===== src/rtl/bus_seq_arbiter.sv =====
// Two-requester arbiter that serialises 32-bit read/write transactions onto an
// 8-bit phased byte bus. Optional macro BUS_RR_ARB_EN selects round-robin arbitration.
module bus_seq_arbiter #(
    parameter int GAP_CYCLES = 0
) (
    input  logic        clk,
    input  logic        rst,
    input  logic        req0,
    input  logic        req1,
    input  logic        we0,
    input  logic        we1,
    input  logic [31:0] addr0,
    input  logic [31:0] addr1,
    input  logic [31:0] wdata0,
    input  logic [31:0] wdata1,
    output logic        done0,
    output logic        done1,
    output logic [31:0] rdata0,
    output logic [31:0] rdata1,
    output logic [7:0]  bus_out,
    input  logic [7:0]  bus_in,
    output logic [7:0]  bus_oe,
    output logic [3:0]  bus_phase,
    output logic        busy
);

    // State encoding doubles as the externally visible phase code.
    typedef enum logic [3:0] {
        ST_IDLE = 4'd0,
        ST_A0   = 4'd1,
        ST_A1   = 4'd2,
        ST_A2   = 4'd3,
        ST_A3   = 4'd4,
        ST_CMD  = 4'd5,
        ST_D0   = 4'd6,
        ST_D1   = 4'd7,
        ST_D2   = 4'd8,
        ST_D3   = 4'd9,
        ST_DONE = 4'd10,
        ST_GAP  = 4'd11
    } state_t;

    localparam logic [3:0] GAP_LOAD = (GAP_CYCLES > 0) ? 4'(GAP_CYCLES - 1) : 4'd0;

    state_t      state_r, state_s;
    logic        owner_r, owner_s;
    logic        we_r, we_s;
    logic [31:0] addr_r, addr_s;
    logic [31:0] wdata_r, wdata_s;
    logic [3:0]  gap_cnt_r, gap_cnt_s;
    logic [23:0] rd_buf_r;

    logic        grant_any_s;
    logic        grant_sel_s;

    logic [7:0]  bus_out_s;
    logic [7:0]  bus_oe_s;
    logic        busy_s;
    logic        done0_s;
    logic        done1_s;

`ifdef BUS_RR_ARB_EN
    logic        last_grant_r, last_grant_s;
`endif

    // Arbitration: pick a winner among the current requests.
    always_comb begin
        grant_any_s = req0 | req1;
        grant_sel_s = 1'b0;
        if (req0 && req1) begin
`ifdef BUS_RR_ARB_EN
            grant_sel_s = ~last_grant_r;
`else
            grant_sel_s = 1'b0;
`endif
        end else if (req1) begin
            grant_sel_s = 1'b1;
        end else begin
            grant_sel_s = 1'b0;
        end
    end

    // Next-state logic and transaction latching.
    always_comb begin
        state_s   = state_r;
        owner_s   = owner_r;
        we_s      = we_r;
        addr_s    = addr_r;
        wdata_s   = wdata_r;
        gap_cnt_s = gap_cnt_r;
        case (state_r)
            ST_IDLE: begin
                if (grant_any_s) begin
                    state_s = ST_A0;
                    owner_s = grant_sel_s;
                    we_s    = grant_sel_s ? we1    : we0;
                    addr_s  = grant_sel_s ? addr1  : addr0;
                    wdata_s = grant_sel_s ? wdata1 : wdata0;
                end else begin
                    state_s = ST_IDLE;
                end
            end
            ST_A0:  state_s = ST_A1;
            ST_A1:  state_s = ST_A2;
            ST_A2:  state_s = ST_A3;
            ST_A3:  state_s = ST_CMD;
            ST_CMD: state_s = ST_D0;
            ST_D0:  state_s = ST_D1;
            ST_D1:  state_s = ST_D2;
            ST_D2:  state_s = ST_D3;
            ST_D3:  state_s = ST_DONE;
            ST_DONE: begin
                if (GAP_CYCLES > 0) begin
                    state_s   = ST_GAP;
                    gap_cnt_s = GAP_LOAD;
                end else begin
                    state_s = ST_IDLE;
                end
            end
            ST_GAP: begin
                if (gap_cnt_r == 4'd0) begin
                    state_s = ST_IDLE;
                end else begin
                    gap_cnt_s = gap_cnt_r - 4'd1;
                end
            end
            default: state_s = ST_IDLE;
        endcase
    end

`ifdef BUS_RR_ARB_EN
    // Round-robin pointer follows every grant.
    always_comb begin
        if ((state_r == ST_IDLE) && grant_any_s) begin
            last_grant_s = grant_sel_s;
        end else begin
            last_grant_s = last_grant_r;
        end
    end
`endif

    // Output decode from the upcoming state so every output leaves a flop.
    always_comb begin
        bus_out_s = 8'h00;
        bus_oe_s  = 8'h00;
        busy_s    = (state_s != ST_IDLE);
        done0_s   = 1'b0;
        done1_s   = 1'b0;
        case (state_s)
            ST_A0:  begin bus_out_s = addr_s[7:0];   bus_oe_s = 8'hFF; end
            ST_A1:  begin bus_out_s = addr_s[15:8];  bus_oe_s = 8'hFF; end
            ST_A2:  begin bus_out_s = addr_s[23:16]; bus_oe_s = 8'hFF; end
            ST_A3:  begin bus_out_s = addr_s[31:24]; bus_oe_s = 8'hFF; end
            ST_CMD: begin bus_out_s = {7'b0000000, we_s}; bus_oe_s = 8'hFF; end
            ST_D0, ST_D1, ST_D2, ST_D3: begin
                if (we_s) begin
                    bus_oe_s = 8'hFF;
                    case (state_s)
                        ST_D0:   bus_out_s = wdata_s[7:0];
                        ST_D1:   bus_out_s = wdata_s[15:8];
                        ST_D2:   bus_out_s = wdata_s[23:16];
                        default: bus_out_s = wdata_s[31:24];
                    endcase
                end else begin
                    bus_oe_s  = 8'h00;
                    bus_out_s = 8'h00;
                end
            end
            ST_DONE: begin
                done0_s = ~owner_s;
                done1_s = owner_s;
            end
            default: begin
                bus_out_s = 8'h00;
                bus_oe_s  = 8'h00;
            end
        endcase
    end

    // Control state, latched transaction and registered outputs.
    always_ff @(posedge clk or posedge rst) begin
        if (rst) begin
            state_r   <= ST_IDLE;
            owner_r   <= 1'b0;
            we_r      <= 1'b0;
            addr_r    <= 32'h0000_0000;
            wdata_r   <= 32'h0000_0000;
            gap_cnt_r <= 4'd0;
            bus_out   <= 8'h00;
            bus_oe    <= 8'h00;
            bus_phase <= 4'd0;
            busy      <= 1'b0;
            done0     <= 1'b0;
            done1     <= 1'b0;
        end else begin
            state_r   <= state_s;
            owner_r   <= owner_s;
            we_r      <= we_s;
            addr_r    <= addr_s;
            wdata_r   <= wdata_s;
            gap_cnt_r <= gap_cnt_s;
            bus_out   <= bus_out_s;
            bus_oe    <= bus_oe_s;
            bus_phase <= state_s;
            busy      <= busy_s;
            done0     <= done0_s;
            done1     <= done1_s;
        end
    end

`ifdef BUS_RR_ARB_EN
    // Last-grant pointer; after reset requester 0 wins the first tie.
    always_ff @(posedge clk or posedge rst) begin
        if (rst) begin
            last_grant_r <= 1'b1;
        end else begin
            last_grant_r <= last_grant_s;
        end
    end
`endif

    // Read capture: bytes gathered in a shadow buffer, published on entering DONE.
    always_ff @(posedge clk or posedge rst) begin
        if (rst) begin
            rd_buf_r <= 24'h00_0000;
            rdata0   <= 32'h0000_0000;
            rdata1   <= 32'h0000_0000;
        end else if (!we_r) begin
            case (state_r)
                ST_D0: rd_buf_r[7:0]   <= bus_in;
                ST_D1: rd_buf_r[15:8]  <= bus_in;
                ST_D2: rd_buf_r[23:16] <= bus_in;
                ST_D3: begin
                    if (owner_r) begin
                        rdata1 <= {bus_in, rd_buf_r};
                    end else begin
                        rdata0 <= {bus_in, rd_buf_r};
                    end
                end
                default: rd_buf_r <= rd_buf_r;
            endcase
        end else begin
            rd_buf_r <= rd_buf_r;
        end
    end

endmodule


===== config.mk =====
export PLATFORM = sky130hd
export DESIGN_NAME = bus_seq_arbiter
export DESIGN_NICKNAME = d
export VERILOG_FILES = /design/src/rtl/bus_seq_arbiter.sv
export SDC_FILE = /design/constraint.sdc
export NUM_CORES = 1
export LEC_CHECK = 0
export ABC_AREA = 1
export CAP_MARGIN = 20
export CORE_UTILIZATION = 49
export CTS_CLUSTER_SIZE = 40
export DETAILED_ROUTE_END_ITERATION = 10
export PLACE_DENSITY = 0.86
export SYNTH_ARGS = -nofsm -noshare
export SYNTH_HDL_FRONTEND = slang
export SYNTH_SLANG_ARGS = --single-unit

===== constraint.sdc =====
create_clock -name clk -period 8.3 [get_ports clk]
set_input_delay 1.66 -clock clk [delete_from_list [all_inputs] [get_ports clk]]
set_output_delay 1.66 -clock clk [all_outputs]
set_load 0.05 [all_outputs]

==> metrics.csv <==
stage;metric;value;unit
die;initial_core_util;0.5011;
synthesis;ys_seq_area_frac;0.5239;
synthesis;synth-main-ff-cell;dfrtp_1;
synthesis;postSynthCellCount;975;
job;maxCapViolations;0;
layout;drive_above_1_share;0.07751;
place;gp_congestion;0.8723;
sta;setup_slack;4.055;ns
die;core_area;16580;µm²
setup_path;crit_type;primary input to flop;
die;die_h;132.2;µm
layout;design_area;11070;µm²
place;place_ws;3.660;ns
setup_path;cp_max_fo;37;
pwr;ir_drop;247.4;µV
sta;fin_tns_setup;0;ns
layout;multi_input_area;3256;µm²
layout;ff_latch_area;4354;µm²
sta;fmax;235.6;MHz
sta;post-route-period-util;0.5114;
clock_tree;tritoncts;yes;
setup_path;cp_data_required_time;8.67;ns
clock_tree;post-cts-setup-buffers;0;
detailed_routing;drt_iter0_drc;509;
pwr;leakagePower;5.199;nW
place;port-buffer-count;228;
hold_path;hold_class;flop to flop;
grt;antenna_found_initial;0;
detailed_routing;viasPerCell;5.386;
synthesis;synth_edf_count;0;
die;die_x;132.2;µm
synthesis;synth_fp_nets;1118;
clock_tree;cts_root_buf;clkbuf_16;
place;dpl_cell_area;10440;µm²
place;hpwlAfterDp;15660;µm
layout;diodes;0;
pwr;pwr_density_cell;409.5;nW/µm²
die;dieArea;17480;µm²
sta;fin_hold_ws;0.4658;ns
layout;mostFrequentLayoutCells;nand2_1, clkdlybuf4s50_1, dfrtp_1;
setup_path;critPathLaunchType;primary input;
place;place_inst;1362;
clock_tree;clkLatencyLatePin;0.43;ns
grt;grt_max_degree;111;
synthesis;ys_ff_latch;174;
synthesis;syn_area;8310;µm²
die;rows;47;
synthesis;ys_warn_count;0;
clock_tree;cts_hold_buf;0;
setup_path;end_kind;flop;
clock_tree;cts_inserted_buffers;17;
detailed_routing;drtAntennaViolNets;0;
layout;nFillCells;1329;
die;ios;229;
clock_tree;cts_resized;0;
sta;grt_setup_unrepaired;no;
clock_tree;clkTransAtPathRegs;0.06;ns
layout;final_common_cell;nand2_1;
sta;final_hold_viol_count;0;
synthesis;avgSynthCellArea;8.524;µm²
sta;fin_skew;0.009415;ns
sta;relSlewSlack;0.3531;
detailed_routing;drcViolationCount;0;
outcome;status;complete, no violations;
grt;grt_first_pass_wirelength;36070;µm
clock_tree;cts.htree.levels;4;
grt;grt_overflow_total;0;
layout;layout.nets;1304;
sta;fin_crit;4.245;ns
layout;final_cell_count_no_fill;1394;
grt;grt_pass1_vias;7156;
synthesis;synth_cell_types;29;
grt;track_usage;0.2622;
clock_tree;clock_sinks;174;
sta;finalMaxSlewViolations;0;
clock_tree;clockBufferDepth;2;
detailed_routing;vias;7508;
setup_path;arrival;4.62;ns
synthesis;async_flop_share;1.000;
sta;finalSetupViolations;0;
sta;worst_pin_slew;0.9704;ns
detailed_routing;wl_per_cell;16.26;µm
detailed_routing;wirelength;22670;µm
layout;area_growth_syn_to_layout;33.24;%
detailed_routing;drt_first_pass_iters;5;
-- flip-flops by register name, summed over array words and instances, names as in the netlist, 4 cells and up --
register,count
rdata1,32
wdata_r,32
bus_out,8
gap_cnt_r,4
rdata0,32
rd_buf_r,24
addr_r,32
state_r,4
-- critical path: stages --
cell	delay (ns)
clkdlybuf4s50_1	0.91
inv_2	0.36
nand2_2	0.49
nor2_8	0.56
nand2_1	0.10
nand3_1	0.15
nand2_4	0.11
nor2_1	0.12
o21ai_1	0.08
nand2_1	0.06
-- Yosys cell counts (2+ instances only) --
| library cell | instances | area, µm² |
|---|---|---|
| nand2_4 | 4 | 45.04 |
| buf_4 | 14 | 105.1 |
| clkbuf_1 | 8 | 30.03 |
| nor2_1 | 37 | 138.9 |
| o21ai_1 | 57 | 285.3 |
| nand4_1 | 53 | 331.6 |
| inv_2 | 7 | 26.28 |
| nor2_4 | 5 | 56.30 |
| inv_1 | 61 | 229.0 |
| nor2_8 | 5 | 100.1 |
| o22ai_1 | 2 | 12.51 |
| a21oi_1 | 52 | 260.3 |
| nand2_2 | 6 | 37.54 |
| nand3_1 | 51 | 255.2 |
| o21ai_0 | 40 | 200.2 |
| dfrtp_1 | 174 | 4354 |
| nand2_1 | 324 | 1216 |
| buf_2 | 23 | 115.1 |
| nor2_2 | 2 | 12.51 |
| buf_6 | 17 | 191.4 |
| o21ai_2 | 25 | 219.0 |
-- per-layer routing --
metal	track usage	wire [µm]	up-vias
met3	0.04614	1325	60
met4	0.1169	830	0
met1	0.3415	9604	3597
met5	0	0	-
li1	-	-	3559
met2	0.4309	10900	292
-- power breakdown --
group          switching [mW]  leakage, nW  internal (mW)  total (mW)
logic                    1.51         2.73          0.692        2.21
clock network           0.339        0.300          0.513       0.852
registers               0.248         2.17           1.23        1.48
-- final cells by class --
type                    instances  area share
clock buffers                  19     0.04000
well taps                     220     0.02486
flip-flops and latches        174      0.3932
repair buffers                230      0.2075
clock inverters                13     0.01695
multi-input cells             670      0.2940
inverters                      68     0.02350
-- cells by family (layout without fill, tap and decap cells) --
group                      Yosys count  count (layout)  synth area share
and+or+nand+nor                    489             489            0.2684
AOI/OAI and AO/OA                  178             178            0.1197
DFF                                174             174            0.5239
buffers and inverters              131             330           0.08431
xor gates and xnor gates             2               2          0.002108
adders and majority gates            1               1          0.001505
-- stage by stage --
stage                 util  power (mW)
floorplan                -       3.019
global placement    0.6297       3.606
detailed placement  0.6297       3.672
CTS                 0.6677       4.532
global route        0.6677       4.762
finish              0.6677       4.534
-- final timing paths --
kind	cells after the start	from	to	slack, ns
worst max register to register	9	state_r[0]$_DFF_PP0_	bus_out[0]$_DFF_PP0_	5.35
worst min-delay path	1	gap_cnt_r[0]$_DFFE_PP0P_	gap_cnt_r[0]$_DFFE_PP0P_	0.47
worst min register to register	1	gap_cnt_r[0]$_DFFE_PP0P_	gap_cnt_r[0]$_DFFE_PP0P_	0.47
max in group asynchronous	3	rst	addr_r[5]$_DFF_PP0_	5.04
min in group asynchronous	2	rst	rd_buf_r[9]$_DFFE_PP0P_	1.86
worst max-delay path	10	req0	bus_out[0]$_DFF_PP0_	4.06
Power figures use the tool's default switching activity.
